**config.mk**
```make
export PLATFORM = sky130hd
export DESIGN_NAME = isp_loader_flat
export DESIGN_NICKNAME = d
export VERILOG_FILES = /design/src/rtl/isp_loader_pkg.sv /design/src/rtl/isp_loader_if.sv /design/src/rtl/isp_loader.sv /design/src/flat_wrapper.sv
export SDC_FILE = /design/constraint.sdc
export NUM_CORES = 1
export LEC_CHECK = 0
export BUFFER_PORTS_ARGS = -buffer_cell sky130_fd_sc_hd__buf_2
export CELL_PAD_IN_SITES_DETAIL_PLACEMENT = 1
export CELL_PAD_IN_SITES_GLOBAL_PLACEMENT = 2
export CORE_MARGIN = 4
export CORE_UTILIZATION = 36
export CTS_CLUSTER_SIZE = 28
export DETAILED_ROUTE_END_ITERATION = 8
export PLACE_DENSITY = 0.81
export SYNTH_ARGS = -nofsm -noshare
export SYNTH_HDL_FRONTEND = slang
export SYNTH_SLANG_ARGS = --single-unit
```
**constraint.sdc**
```tcl
create_clock -name clk -period 3.6 [get_ports clk]
set_input_delay 0.72 -clock clk [delete_from_list [all_inputs] [get_ports clk]]
set_output_delay 0.72 -clock clk [all_outputs]
set_load 0.1 [all_outputs]
```
**src/rtl/isp_loader_pkg.sv**
```systemverilog
// Shared types and helpers for the instruction-RAM in-system-programming loader.
package isp_loader_pkg;

  localparam int unsigned INST_W = 32;
  localparam logic [7:0]  HDR_BYTE = 8'hA5;

  typedef logic [INST_W-1:0] inst_bus_t;

  typedef enum logic [2:0] {
    S_IDLE = 3'd0,
    S_LEN0 = 3'd1,
    S_LEN1 = 3'd2,
    S_DATA = 3'd3,
    S_CSUM = 3'd4,
    S_DONE = 3'd5,
    S_ERR  = 3'd6
  } state_t;

  // Same address-width rule as the instruction RAM: bits needed to hold depth.
  function automatic int unsigned clogb2(input int unsigned depth);
    int unsigned d;
    int unsigned n;
    d = depth;
    n = 0;
    while (d > 0) begin
      d = d >> 1;
      n++;
    end
    return n;
  endfunction

endpackage

```
**src/rtl/isp_loader_if.sv**
```systemverilog
// Byte-stream input and instruction-RAM write port of the ISP loader.
interface isp_loader_if
  import isp_loader_pkg::*;
#(
  parameter int unsigned AW = 16
);
  logic          rx_valid;
  logic [7:0]    rx_data;
  logic          rx_ready;
  logic          clr;
  logic          wen;
  inst_bus_t     din;
  logic [AW-1:0] addr;
  logic          core_hold;
  logic          done;
  logic          err;

  modport slave (
    input  rx_valid, rx_data, clr,
    output rx_ready, wen, din, addr, core_hold, done, err
  );

  modport master (
    output rx_valid, rx_data, clr,
    input  rx_ready, wen, din, addr, core_hold, done, err
  );
endinterface

```
**src/rtl/isp_loader.sv**
```systemverilog
// Frames a byte stream into 32-bit little-endian words and writes them into
// the instruction RAM, holding the core in reset while a frame is loading.
module isp_loader
  import isp_loader_pkg::*;
#(
  parameter int unsigned RAM_DEPTH = 65536,
  parameter int unsigned TIMEOUT   = 1000000
) (
  input  logic         clk,
  input  logic         rst,
  isp_loader_if.slave  bus
);

  localparam int unsigned AW = clogb2(RAM_DEPTH - 1);
  localparam int unsigned TW = $clog2(TIMEOUT + 1);

  state_t        state_q, state_d;
  logic [15:0]   len_q, len_d;
  logic [15:0]   idx_q, idx_d;
  logic [1:0]    lane_q, lane_d;
  logic [23:0]   word_q, word_d;
  logic [7:0]    sum_q, sum_d;
  logic [TW-1:0] tcnt_q, tcnt_d;
  logic          wen_q, wen_d;
  inst_bus_t     din_q, din_d;
  logic [AW-1:0] addr_q, addr_d;
  logic          rx_ready_q, rx_ready_d;
  logic          core_hold_q, core_hold_d;
  logic          done_q, done_d;
  logic          err_q, err_d;

  logic          acc;
  logic          active;
  logic          tmo;
  logic [15:0]   n_len;

  always_ff @(posedge clk) begin
    if (rst) begin
      state_q     <= S_IDLE;
      len_q       <= '0;
      idx_q       <= '0;
      lane_q      <= '0;
      word_q      <= '0;
      sum_q       <= '0;
      tcnt_q      <= '0;
      wen_q       <= 1'b0;
      din_q       <= '0;
      addr_q      <= '0;
      rx_ready_q  <= 1'b1;
      core_hold_q <= 1'b0;
      done_q      <= 1'b0;
      err_q       <= 1'b0;
    end else begin
      state_q     <= state_d;
      len_q       <= len_d;
      idx_q       <= idx_d;
      lane_q      <= lane_d;
      word_q      <= word_d;
      sum_q       <= sum_d;
      tcnt_q      <= tcnt_d;
      wen_q       <= wen_d;
      din_q       <= din_d;
      addr_q      <= addr_d;
      rx_ready_q  <= rx_ready_d;
      core_hold_q <= core_hold_d;
      done_q      <= done_d;
      err_q       <= err_d;
    end
  end

  always_comb begin
    state_d = state_q;
    len_d   = len_q;
    idx_d   = idx_q;
    lane_d  = lane_q;
    word_d  = word_q;
    sum_d   = sum_q;
    tcnt_d  = '0;
    wen_d   = 1'b0;
    din_d   = din_q;
    addr_d  = addr_q;

    acc    = bus.rx_valid && rx_ready_q;
    n_len  = {bus.rx_data, len_q[7:0]};
    active = (state_q == S_LEN0) || (state_q == S_LEN1) ||
             (state_q == S_DATA) || (state_q == S_CSUM);
    tmo    = (tcnt_q == TW'(TIMEOUT));

    // Inter-byte watchdog only runs while a frame is in flight.
    if (active && !acc) tcnt_d = tcnt_q + TW'(1);

    case (state_q)
      S_IDLE: begin
        if (acc && (bus.rx_data == HDR_BYTE)) state_d = S_LEN0;
      end
      S_LEN0: begin
        if (acc) begin
          len_d[7:0] = bus.rx_data;
          state_d    = S_LEN1;
        end else if (tmo) begin
          state_d = S_ERR;
        end
      end
      S_LEN1: begin
        if (acc) begin
          len_d  = n_len;
          idx_d  = '0;
          lane_d = '0;
          sum_d  = '0;
          if (n_len == 16'd0)                 state_d = S_CSUM;
          else if (32'(n_len) > RAM_DEPTH)    state_d = S_ERR;
          else                                state_d = S_DATA;
        end else if (tmo) begin
          state_d = S_ERR;
        end
      end
      S_DATA: begin
        if (acc) begin
          sum_d  = sum_q + bus.rx_data;
          word_d = {bus.rx_data, word_q[23:8]};
          lane_d = lane_q + 2'd1;
          if (lane_q == 2'd3) begin
            wen_d  = 1'b1;
            din_d  = {bus.rx_data, word_q};
            addr_d = AW'(idx_q);
            idx_d  = idx_q + 16'd1;
            if (idx_q == (len_q - 16'd1)) state_d = S_CSUM;
          end
        end else if (tmo) begin
          state_d = S_ERR;
        end
      end
      S_CSUM: begin
        if (acc) state_d = (bus.rx_data == sum_q) ? S_DONE : S_ERR;
        else if (tmo) state_d = S_ERR;
      end
      S_DONE, S_ERR: begin
        if (bus.clr) state_d = S_IDLE;
      end
      default: state_d = S_IDLE;
    endcase

    rx_ready_d  = (state_d != S_DONE) && (state_d != S_ERR);
    core_hold_d = (state_d != S_IDLE);
    done_d      = (state_d == S_DONE);
    err_d       = (state_d == S_ERR);
  end

  assign bus.rx_ready  = rx_ready_q;
  assign bus.wen       = wen_q;
  assign bus.din       = din_q;
  assign bus.addr      = addr_q;
  assign bus.core_hold = core_hold_q;
  assign bus.done      = done_q;
  assign bus.err       = err_q;

endmodule

```
**src/flat_wrapper.sv**
```systemverilog
// flat-port wrapper written by rule: the top's interface ports become plain ports
module isp_loader_flat import isp_loader_pkg::*;
#(
  parameter int unsigned RAM_DEPTH = 65536,
  parameter int unsigned TIMEOUT   = 1000000
)
  (clk, rst, bus_rx_valid, bus_rx_data, bus_clr, bus_rx_ready, bus_wen, bus_din, bus_addr, bus_core_hold, bus_done, bus_err);
  isp_loader_if #(.AW((clogb2((16) - 1)))) bus_i ();
  input  logic clk;
  input  logic rst;
  input wire logic [$bits(bus_i.rx_valid)-1:0] bus_rx_valid;
  input wire logic [$bits(bus_i.rx_data)-1:0] bus_rx_data;
  input wire logic [$bits(bus_i.clr)-1:0] bus_clr;
  output wire logic [$bits(bus_i.rx_ready)-1:0] bus_rx_ready;
  output wire logic [$bits(bus_i.wen)-1:0] bus_wen;
  output wire logic [$bits(bus_i.din)-1:0] bus_din;
  output wire logic [$bits(bus_i.addr)-1:0] bus_addr;
  output wire logic [$bits(bus_i.core_hold)-1:0] bus_core_hold;
  output wire logic [$bits(bus_i.done)-1:0] bus_done;
  output wire logic [$bits(bus_i.err)-1:0] bus_err;
  assign bus_i.rx_valid = bus_rx_valid;
  assign bus_i.rx_data = bus_rx_data;
  assign bus_i.clr = bus_clr;
  assign bus_rx_ready = bus_i.rx_ready;
  assign bus_wen = bus_i.wen;
  assign bus_din = bus_i.din;
  assign bus_addr = bus_i.addr;
  assign bus_core_hold = bus_i.core_hold;
  assign bus_done = bus_i.done;
  assign bus_err = bus_i.err;
  isp_loader #(.RAM_DEPTH(RAM_DEPTH), .TIMEOUT(TIMEOUT)) u_core (.clk(clk), .rst(rst), .bus(bus_i));
endmodule
```
Word level (Yosys, flattened, before mapping)
Cells that the tools add are included.
- add/subtract/negate cells: 5
- equality and inequality tests: 18
- muxes and demuxes: 25
- bitwise logic cells: 4
- reductions and logical operators: 21
- operators by type and width (operator ; number):
    $mux 16 ; 3
    $pmux 16 s2 ; 1
    $pmux 8 s2 ; 2
    $mux 3 ; 10
    $mux 8 ; 3
    $add 20x1->20 const B ; 1
    $eq 20x20->1 const B ; 1
    $pmux 3 s6 ; 1
    $add 16x1->16 const B ; 1
    $eq 16x16->1 ; 1
    $logic_not 16->1 ; 1
    $sub 16x1->16 const B ; 1
    $eq 3x3->1 const B ; 5
    $reduce_and 3->1 ; 3
    $add 8x8->8 ; 1
    $eq 8x8->1 ; 1
    $eq 8x8->1 const B ; 1
    $eq 3x2->1 const B ; 2
    $mux 2 ; 3
    $ne 3x3->1 const B ; 2
    $logic_and 1x1->1 ; 4
    $ne 2x1->1 const B ; 2
    $not 1->1 ; 4
    $pmux 2 s2 ; 1
    14 further kinds ; 18
- bits in registers: 130
- bits of input ports: 12
- output and inout bits: 41
- word-level logic and storage cells: 88

Depth between registers and ports, before layout
Gate-level depths: netlist of the first run.
- depth in word-level cells: 8
- gate-level depth with buffers: 11
- gate-level depth less buffers: 9

Worst setup path after synthesis of the first run
OpenSTA, ideal clock, no wires.
- path kind: reg2reg
- start: register u_core.rx_ready_q, in the netlist u_core.bus.rx_ready
- end: register u_core.idx_q[13]
- setup time: 0.128 ns
- arrival: 2.708 ns
- data required time: 3.472 ns
- path slack: 0.764 ns
- stages on the path, launching flop included: 8
- path buffers: 0
- clock period less this slack: 2.836 ns
- cells stage by stage: dfxtp_1 -> nand2_1 -> a211oi_1 -> nand4_1 -> nor2_1 -> nand3_1 -> xor2_1 -> nor2_1
- longest elaborated chain between the ends: 3
- elaborated cells between the ends (all ways): 4
- those cells by class: eq/ne: 2; reduce/logical: 2
- ends and longest elaborated chain (item ; line ; text):
    from (decl) ; isp_loader.sv:27 ; logic rx_ready_q, rx_ready_d;
    from (signal assigned) ; isp_loader.sv:64 ; rx_ready_q <= rx_ready_d;
    $logic_and 1x1->1 (*) ; isp_loader.sv:83 ; acc = bus.rx_valid && rx_ready_q;
    $ne 2x1->1 (no source line) ; - ;
    $reduce_and 4->1 (no source line) (*) ; - ;
    to (signal assigned) ; isp_loader.sv:56 ; idx_q <= idx_d;
    to (decl) ; isp_loader.sv:19 ; logic [15:0] idx_q, idx_d;
Mark *: on every way between the ends. The rest lies on a longest branch, timed or not.
A chain may end at the register's enable or synchronous reset.

Final worst setup path of the first run
- start: register u_core.len_q[6]
- end: register u_core.core_hold_q, in the netlist u_core.bus.core_hold
- longest elaborated chain between the ends: 7
- elaborated cells between the ends (all ways): 10
- those cells by class: add/sub: 1; eq/ne: 1; mux: 6; reduce/logical: 2
- ends and longest elaborated chain (item ; line ; text):
    from (decl) ; isp_loader.sv:18 ; logic [15:0] len_q, len_d;
    from (signal assigned) ; isp_loader.sv:55 ; len_q <= len_d;
    $sub 16x1->16 ; isp_loader.sv:127 ; if (idx_q == (len_q - 16'd1)) state_d = S_CSUM;
    $eq 16x16->1 ; isp_loader.sv:127 ;
    $mux 3 ; isp_loader.sv:127 ;
    $mux 3 ; isp_loader.sv:122 ; if (lane_q == 2'd3) begin
    $mux 3 ; isp_loader.sv:118 ; if (acc) begin
    $pmux 3 s6 (*) ; isp_loader.sv:92 ; case (state_q)
    $reduce_bool 3->1 (*) ; isp_loader.sv:144 ; core_hold_d = (state_d != S_IDLE);
    to (signal assigned) ; isp_loader.sv:65 ; core_hold_q <= core_hold_d;
    to (decl) ; isp_loader.sv:28 ; logic core_hold_q, core_hold_d;
Marked as above.

==> run summary, run 1 <==
Synth
* **number of synthesis warnings** 0
* **top cells by area, synth** sky130_fd_sc_hd__dfxtp_1 44%, sky130_fd_sc_hd__nand2_1 11%, sky130_fd_sc_hd__a21oi_1 7.3%
* **number of synthesized flops with an enable pin** 0
* **netlist area before placement** 5970 µm²
* **Cells after Synth** 736
* **share of async-settable or async-resettable flops after synthesis** 0%
* **post-synthesis share of cell area spent on and, or, nand and nor gates** 25.1%
* **sequential fraction of the synthesis area** 43.6%
* **post-synthesis share of cell area spent on xor and xnor gates** 8.89%
* **dominant combinational cell family by area after synthesis** simple AND/OR/NAND/NOR gates
* **FF+latch count, synth** 130
* **number of unique standard cell types used by synthesis** 61
* **adder and majority cell fraction of the synthesized area** 2.85%
* **cell type contributing the most total cell area after synthesis** sky130_fd_sc_hd__dfxtp_1
* **area share of the largest cell type after synthesis** 43.6%
* **share of the synthesized area in compound gates (AO/OA/AOI/OAI)** 14.4%
* **multiplexer fraction of the synthesized cell area** 1.68%
* **flip-flop cell with the highest count after synthesis** sky130_fd_sc_hd__dfxtp_1
* **Synthesized Nets** 761
* **average instance area after synthesis** 8.11 µm²

Floorplan
* **Chip Width** 137 µm
* **top-level port count** 53
* **standard-cell row count** 46
* **floorplan die area** 18700 µm²
* **core area** 16100 µm²
* **initial cell density of the core** 37.2%
* **die outline height** 137 µm

GRT
* **wire length of the first global-routing pass** 28.3 mm
* **initial antenna violation count** 0
* **vias in the first global route** 5470
* **overall routing resource usage** 19.3%
* **sum of overflow across all layers after global routing** 0
* **pin count of the biggest net entering global routing** 74

Clock tree
* **# Post-CTS Setup Buffers** 0
* **number of buffers created by CTS** 17
* **clock root buffer master** sky130_fd_sc_hd__clkbuf_16
* **clock buffer depth** 2
* **CTS tree** built
* **clock sink count** 130
* **H-tree depth** 4
* **CTS hold repair buffers** 0
* **clk_lat worst skew** 420 ps
* **Clk pin slew, worst setup/hold paths** 60 ps
* **post-cts resize count** 0

Cells and area
* **fraction of final layout cells sized beyond drive strength 1** 13.3%
* **number of filler cells placed in the layout** 1933
* **ant diodes** 0
* **relative area change from synthesis to final layout** 18.1%
* **final net count** 799

Min path
* **path category of the worst min-delay check** reg2reg
* **number of cells traversed by the worst hold path** 2

STA
* **Clock Skews** 9.71 ps
* **setup_tns** 0 ps
* **part of the cycle the worst path needs** 80.6%
* **RSZ-0062 raised after global routing** no
* **Achievable Freq** 345 MHz
* **minimum clock period after layout** 2900 ps
* **Pins Over Slew Limit** 0
* **relative max-transition margin** 34.1%
* **Worst-Margin Slew** 986 ps
* **Worst Setup Slack, final** 698 ps
* **hold violation count in the final report** 0
* **Setup Viol. Count Final** 0

Placement
* **post-detail-place hpwl** 11.9 mm
* **Final Wtd Congestion** 0.894
* **Setup Slack @ Placement** 636 ps
* **number of buffer cells added on primary ports** 52

Critical path
* **maximum fanout encountered on the critical timing path** 7
* **worst endpoint required time** 3910 ps
* **worst setup path category** reg2reg
* **Setup crit start kind** register
* **critical path arrival** 3210 ps
* **crit end category** register
* **FF-to-FF path depth** 7

Drt
* **post-detailed-route count of antenna-violating nets** 0
* **post-detailed-route via-to-cell ratio** 5.21
* **total number of vias** 5228
* **final wirelength** 17.1 mm
* **drt wl/cell** 17.1 µm
* **post-detailed-route DRC marker count** 0
* **Initial DRT Pass Iterations** 5
* **DRC marker count from the first detailed-route iteration** 276

Run status
* **run status** finished clean

Run
* **Max-cap violations** 0

Power and ir drop
* **worst-case vdd ir drop** 0.319 mV
* **reported leakage power** 0.00263 µW
* **power density cells** 480 nW/µm²

-- synth_stat cells, drive strengths merged (2+ instances only) --
master and n:
nand2 168, dfxtp 130, a21oi 87, nor2 72
clkbuf 37, xor2 32, xnor2 26, nand3 15
ha 12, nand4 12, nor3 12, inv 11
mux2i 10, nor4 10, o21ai 10, and3 8
a22oi 7, buf 5, nand2b 5, or4 5
and4 4, o211ai 4, or3 4, a2111oi 3
a211o 3, a211oi 3, a21o 3, a31oi 3
and2 3, nor2b 3, o21bai 3, o31ai 3
nor3b 2, nor4bb 2
-- area by class of cell --
type / count / area, µm² / share of cell area, %
Clock buffer: 21 / 470 / 6.68
Timing Repair Buffer: 61 / 328 / 4.65
Inverter: 11 / 41.3 / 0.586
Clock inverter: 11 / 175 / 2.49
Tap cell: 216 / 270 / 3.84
Multi-Input combinational cell: 553 / 3160 / 44.8
Sequential cell: 130 / 2600 / 36.9
-- through the flow --
step | area, µm² | util, % | std cells | hold WS [ps] | total power (µW)
finish | 7050 | 43.9 | 1003 | 452 | 3380
global route | 7050 | 43.9 | 1003 | 477 | 3500
CTS | 7050 | 43.9 | 1003 | 452 | 3430
detailed placement | 6400 | 39.9 | 971 | 445 | 1540
global placement | 6400 | 39.9 | 971 | 437 | 1530
floorplan | 5970 | - | 736 | 426 | 1510
-- cell families (layout without fill, tap and decap cells) --
family | Yosys count | count (layout)
xor+xnor | 59 | 59
buf+inv | 53 | 104
mux | 10 | 10
fa+ha+maj | 13 | 13
simple gates | 331 | 331
compound gates | 140 | 140
flops | 130 | 130
-- state kept, by name (all words and copies together) (netlist names), 2 cells and up --
signal          count
u_core.lane_q       2
u_core.state_q      3
u_core.sum_q        8
u_core.idx_q       16
u_core.bus.din     32
u_core.addr_q       4
u_core.word_q      24
u_core.len_q       16
u_core.tcnt_q      20
-- worst max-delay path: stages (launching register included) --
cell and delay, ps:
sky130_fd_sc_hd__dfxtp_1 380, sky130_fd_sc_hd__nor4_1 780, sky130_fd_sc_hd__nand4_1 210, sky130_fd_sc_hd__xnor2_1 180
sky130_fd_sc_hd__a211oi_1 460, sky130_fd_sc_hd__nand4_4 200, sky130_fd_sc_hd__a41o_1 290, sky130_fd_sc_hd__a211o_1 290
-- placed cells by master, fill, tap and decap left out, types with 3 or more instances in the layout --
master	count
sky130_fd_sc_hd__nand2_1	168
sky130_fd_sc_hd__dfxtp_1	130
sky130_fd_sc_hd__a21oi_1	87
sky130_fd_sc_hd__nor2_1	70
sky130_fd_sc_hd__buf_2	52
sky130_fd_sc_hd__xor2_1	32
sky130_fd_sc_hd__xnor2_1	26
sky130_fd_sc_hd__clkbuf_16	17
sky130_fd_sc_hd__nand3_1	15
sky130_fd_sc_hd__nor3_1	12
sky130_fd_sc_hd__ha_1	12
sky130_fd_sc_hd__inv_1	11
sky130_fd_sc_hd__nand4_1	11
sky130_fd_sc_hd__o21ai_0	10
sky130_fd_sc_hd__mux2i_1	10
sky130_fd_sc_hd__nor4_1	9
sky130_fd_sc_hd__buf_4	9
sky130_fd_sc_hd__and3_1	8
sky130_fd_sc_hd__a22oi_1	7
sky130_fd_sc_hd__nand2b_1	5
sky130_fd_sc_hd__or4_1	5
sky130_fd_sc_hd__or3_1	4
sky130_fd_sc_hd__bufinv_16	4
sky130_fd_sc_hd__o21bai_1	3
sky130_fd_sc_hd__a211oi_1	3
sky130_fd_sc_hd__and2_1	3
sky130_fd_sc_hd__nor2b_1	3
sky130_fd_sc_hd__a21o_1	3
sky130_fd_sc_hd__and4_1	3
sky130_fd_sc_hd__o31ai_1	3
sky130_fd_sc_hd__a31oi_1	3
sky130_fd_sc_hd__clkbuf_8	3
-- layer usage --
layer | global-route usage [%] | vias up | share of wire, %
li1 | - | 2584 | -
met1 | 25.1 | 2548 | 47
met2 | 31.7 | 78 | 48
met3 | 4.93 | 18 | 3.4
met4 | 5.32 | 0 | 1.2
met5 | 0 | - | 0
-- power breakdown --
group / switching, µW / leakage [µW] / internal, µW
logic: 49.6 / 0.00127 / 15.4
clock network: 655 / 0.000310 / 1220
registers: 0.293 / 0.00105 / 1440
total: 705 / 0.00263 / 2670
-- path summary, 6_finish.rpt --
check                startpoint  slack, ps              endpoint
max             u_core.len_q[6]        700  u_core.bus.core_hold
min          u_core.bus.din[29]        450    u_core.bus.din[29]
max reg2reg     u_core.len_q[6]        700  u_core.bus.core_hold
min reg2reg  u_core.bus.din[29]        450    u_core.bus.din[29]
Power figures use the tool's default switching activity.
==> run 2: changes to the inputs <==
--- a/config.mk
+++ b/config.mk
@@ -5,14 +5,15 @@
 export SDC_FILE = /design/constraint.sdc
 export NUM_CORES = 1
 export LEC_CHECK = 0
+export ABC_AREA = 1
 export BUFFER_PORTS_ARGS = -buffer_cell sky130_fd_sc_hd__buf_2
 export CELL_PAD_IN_SITES_DETAIL_PLACEMENT = 1
 export CELL_PAD_IN_SITES_GLOBAL_PLACEMENT = 2
 export CORE_MARGIN = 4
-export CORE_UTILIZATION = 36
+export CORE_UTILIZATION = 31
 export CTS_CLUSTER_SIZE = 28
 export DETAILED_ROUTE_END_ITERATION = 8
-export PLACE_DENSITY = 0.81
+export PLACE_DENSITY = 0.77
 export SYNTH_ARGS = -nofsm -noshare
 export SYNTH_HDL_FRONTEND = slang
 export SYNTH_SLANG_ARGS = --single-unit
==> constraint.sdc (replaced) <==
create_clock -name clk -period 2.61 [get_ports clk]
set_input_delay 0.522 -clock clk [delete_from_list [all_inputs] [get_ports clk]]
set_output_delay 0.522 -clock clk [all_outputs]
set_load 0.1 [all_outputs]
==> run summary, run 2 <==
Synth
* **cell type contributing the most total cell area after synthesis** sky130_fd_sc_hd__dfxtp_1
* **post-synthesis share of cell area spent on and, or, nand and nor gates** 28.4%, +3.3 points
* **number of synthesized flops with an enable pin** 0, unchanged
* **top cells by instance count after synthesis** 139 x sky130_fd_sc_hd__nand2_1, 130 x sky130_fd_sc_hd__dfxtp_1, 112 x sky130_fd_sc_hd__nor2_1, 90 x sky130_fd_sc_hd__inv_1, 87 x sky130_fd_sc_hd__o21ai_0
* **sequential fraction of the synthesis area** 42.5%, -1.1 points
* **Synthesized Nets** 877, +15%
* **dominant combinational cell family by area after synthesis** simple AND/OR/NAND/NOR gates
* **number of unique standard cell types used by synthesis** 45, -26%
* **flip-flop cell with the highest count after synthesis** sky130_fd_sc_hd__dfxtp_1
* **FF+latch count, synth** 130, unchanged
* **area share of the largest cell type after synthesis** 42.5%, -1.1 points
* **number of synthesis warnings** 0, unchanged
* **average instance area after synthesis** 7.19 µm², -11%
* **Cells after Synth** 852, +16%
* **netlist area before placement** 6120 µm², +2.6%
* **share of async-settable or async-resettable flops after synthesis** 0%, unchanged
* **top cells by area, synth** sky130_fd_sc_hd__dfxtp_1 43%, sky130_fd_sc_hd__nand2_1 8.5%, sky130_fd_sc_hd__o21ai_0 7.1%
* **most common cell in the synthesized netlist** sky130_fd_sc_hd__nand2_1
* **post-synthesis share of cell area spent on xor and xnor gates** 2.29%, -6.6 points
* **share of the synthesized area in compound gates (AO/OA/AOI/OAI)** 16.1%, +1.7 points
* **adder and majority cell fraction of the synthesized area** 2.78%, -0.073 points
* **multiplexer fraction of the synthesized cell area** 0%, -1.7 points

Clock tree
* **clk_lat worst skew** 440 ps, +20 ps
* **post-cts resize count** 0, unchanged
* **CTS hold repair buffers** 0, unchanged
* **number of buffers created by CTS** 17, unchanged
* **clock buffer depth** 2, unchanged
* **clock sink count** 130, unchanged
* **H-tree depth** 4, unchanged
* **clock root buffer master** sky130_fd_sc_hd__clkbuf_16
* **Clk pin slew, worst setup/hold paths** 60 ps, about the same
* **CTS tree** built
* **# Post-CTS Setup Buffers** 0, unchanged

Min path
* **path category of the worst min-delay check** reg2reg
* **source of the worst hold timing path** u_core.tcnt_q[0]

Drt
* **post-detailed-route DRC marker count** 0, unchanged
* **DRC marker count from the first detailed-route iteration** 313, +13%
* **post-detailed-route via-to-cell ratio** 4.75, -8.8%
* **Initial DRT Pass Iterations** 4, -1
* **drt wl/cell** 14.9 µm, -13%
* **post-detailed-route count of antenna-violating nets** 0, unchanged
* **total number of vias** 5648, +8.0%
* **final wirelength** 17.7 mm, +3.5%

Critical path
* **Worst R2R Start** u_core.len_q[0]
* **worst setup path category** reg2reg
* **timing startpoint of the critical path** u_core.len_q[0]
* **worst endpoint required time** 2930 ps, -980 ps
* **maximum fanout encountered on the critical timing path** 4, -3
* **Setup crit start kind** register
* **crit end category** register
* **critical path arrival** 2550 ps, -660 ps

Power and ir drop
* **reported leakage power** 0.00314 µW, +20%
* **switching power as a share of total power** 25.6%, +4.7 points
* **Clk pwr share** 52.5%, -3.0 points
* **Internal Power** 3270 µW, +22%
* **logic gate share of total power** 2.4%, +0.5 points
* **power share of the sequential group** 45.1%, +2.5 points
* **worst-case vdd ir drop** 0.427 mV, +34%
* **power density cells** 604 nW/µm², +26%
* **switching power** 1130 µW, +60%

STA
* **Pins Over Slew Limit** 0, unchanged
* **Clock Skews** 25.7 ps, +16.0 ps
* **Setup Viol. Count Final** 0, unchanged
* **relative max-transition margin** 66.7%, +33 points
* **Worst Setup Slack, final** 386 ps, -313 ps
* **part of the cycle the worst path needs** 85.2%, +4.6 points
* **Worst-Margin Slew** 497 ps, -488 ps
* **hold violation count in the final report** 0, unchanged
* **Achievable Freq** 450 MHz, +30%
* **setup_tns** 0 ps, unchanged
* **RSZ-0062 raised after global routing** no
* **minimum clock period after layout** 2220 ps, -677 ps

Cells and area
* **number of flip-flops in the largest register** 32, unchanged
* **final net count** 935, +17%
* **ant diodes** 0, unchanged
* **final non-filler cell area** 7280 µm², +3.4%
* **fraction of final layout cells sized beyond drive strength 1** 15.3%, +1.9 points
* **number of filler cells placed in the layout** 2443, +26%
* **most common library cell in the layout ignoring fill and taps** sky130_fd_sc_hd__nand2_1
* **relative area change from synthesis to final layout** 19.0%
* **Post-Layout Cell Count** 1188, +18%
* **commonest cells after routing, fill and taps aside** 139 x sky130_fd_sc_hd__nand2_1, 130 x sky130_fd_sc_hd__dfxtp_1, 112 x sky130_fd_sc_hd__nor2_1, 89 x sky130_fd_sc_hd__inv_1, 87 x sky130_fd_sc_hd__o21ai_0

Floorplan
* **standard-cell row count** 51, +11%
* **top-level port count** 53, unchanged
* **initial cell density of the core** 31.5%, -5.7 points
* **Chip Width** 149 µm, +8.6%
* **floorplan die area** 22100 µm², +18%
* **core area** 19500 µm², +21%
* **die outline height** 149 µm, +8.6%

Placement
* **area after detailed placement** 6720 µm², +4.9%
* **number of buffer cells added on primary ports** 52, unchanged
* **post-detail-place hpwl** 12.9 mm, +8.8%
* **Cells after DPL** 1156, +19%
* **Final Wtd Congestion** 0.805, -9.9%
* **Setup Slack @ Placement** 294 ps, -342 ps

GRT
* **vias in the first global route** 5845, +6.9%
* **met3 usage** 4.60%, -0.33 points
* **most used routing layer in global routing** met2
* **met2 demand-to-capacity share in global routing** 26.3%, -5.4 points
* **wire length of the first global-routing pass** 30.0 mm, +6.2%
* **met1 track utilization from global routing** 23.7%, -1.4 points
* **pin count of the biggest net entering global routing** 39, -47%
* **initial antenna violation count** 0, unchanged
* **overall routing resource usage** 17.0%, -2.2 points
* **sum of overflow across all layers after global routing** 0, unchanged

Run
* **Max-cap violations** 0, unchanged

Run status
* **run status** finished clean

-- run 2: cell count changes after synthesis, sizes merged, moves of 17 or more --
cell | before | now
inv | 11 | 93
o21ai | 10 | 87
nor2 | 72 | 126
nand3 | 15 | 51
xor2 | 32 | 7
nand2 | 168 | 146
clkbuf | 37 | 20
nor3 | 12 | 29
xnor2 | 26 | 9
-- run 2: per-stage QoR --
| step | hold WS, ps | power, µW | util, % |
|---|---|---|---|
| finish | 447 | 4400 | 37.4 |
| global route | 478 | 4580 | 37.4 |
| CTS | 455 | 4480 | 37.4 |
| detailed placement | 439 | 2140 | 34.5 |
| global placement | 430 | 2140 | 34.5 |
| floorplan | 417 | 2090 | - |
-- run 2: final timing paths --
check                        end  slack, ps  depth (start not counted)
max reg2reg  u_core.bus.rx_ready        390                         18
min reg2reg     u_core.tcnt_q[0]        450                          1
min             u_core.tcnt_q[0]        450                          1
max          u_core.bus.rx_ready        390                         18
-- run 2: cell type report --
| class | instances | area [µm²] | area share (%) |
|---|---|---|---|
| clock buffer | 17 | 425 | 5.84 |
| multi-input combinational | 597 | 3030 | 41.7 |
| inverter | 94 | 354 | 4.86 |
| timing repair buffer | 70 | 395 | 5.43 |
| clock inverter | 15 | 141 | 1.94 |
| sequential | 130 | 2600 | 35.7 |
| tap | 265 | 332 | 4.55 |
-- run 2: metal layers --
layer | wire length (µm) | part of all wire, % | vias to the layer above
met5 | 0 | 0 | -
met4 | 77 | 0.43 | 0
met3 | 507 | 2.9 | 4
met2 | 7970 | 45 | 64
met1 | 9180 | 52 | 2649
li1 | - | - | 2931
-- run 2: worst max-delay path, stage by stage, from the launching register on --
cell and delay, ps:
sky130_fd_sc_hd__dfxtp_1 390, sky130_fd_sc_hd__inv_1 100, sky130_fd_sc_hd__ha_1 250, sky130_fd_sc_hd__inv_1 70
sky130_fd_sc_hd__nand2_1 60, sky130_fd_sc_hd__nand2_1 80, sky130_fd_sc_hd__nand2_1 50, sky130_fd_sc_hd__nand2_1 70
sky130_fd_sc_hd__nand2_1 60, sky130_fd_sc_hd__nor2_1 100, sky130_fd_sc_hd__nand2_1 70, sky130_fd_sc_hd__nor2_1 100
sky130_fd_sc_hd__nand2_1 90, sky130_fd_sc_hd__o21bai_2 180, sky130_fd_sc_hd__nand2_1 90, sky130_fd_sc_hd__a21oi_2 150
sky130_fd_sc_hd__nand2_1 80, sky130_fd_sc_hd__nor2_2 100, sky130_fd_sc_hd__nor2_1 40
-- run 2: power groups by stage --
stage	combinational, µW	clock (µW)	sequential (µW)
global route	121	2480	1980
floorplan	56.8	0	2030
detailed placement	109	0	2030
global placement	110	0	2030
CTS	110	2390	1980
finish	107	2310	1980
-- run 2: kinds of logic after synthesis --
family / Yosys count
buffers and inverters: 125
AND/OR/NAND/NOR: 383
adder cells (fa/ha/maj): 13
XOR/XNOR: 16
AO/OA/AOI/OAI: 185
flip-flops: 130
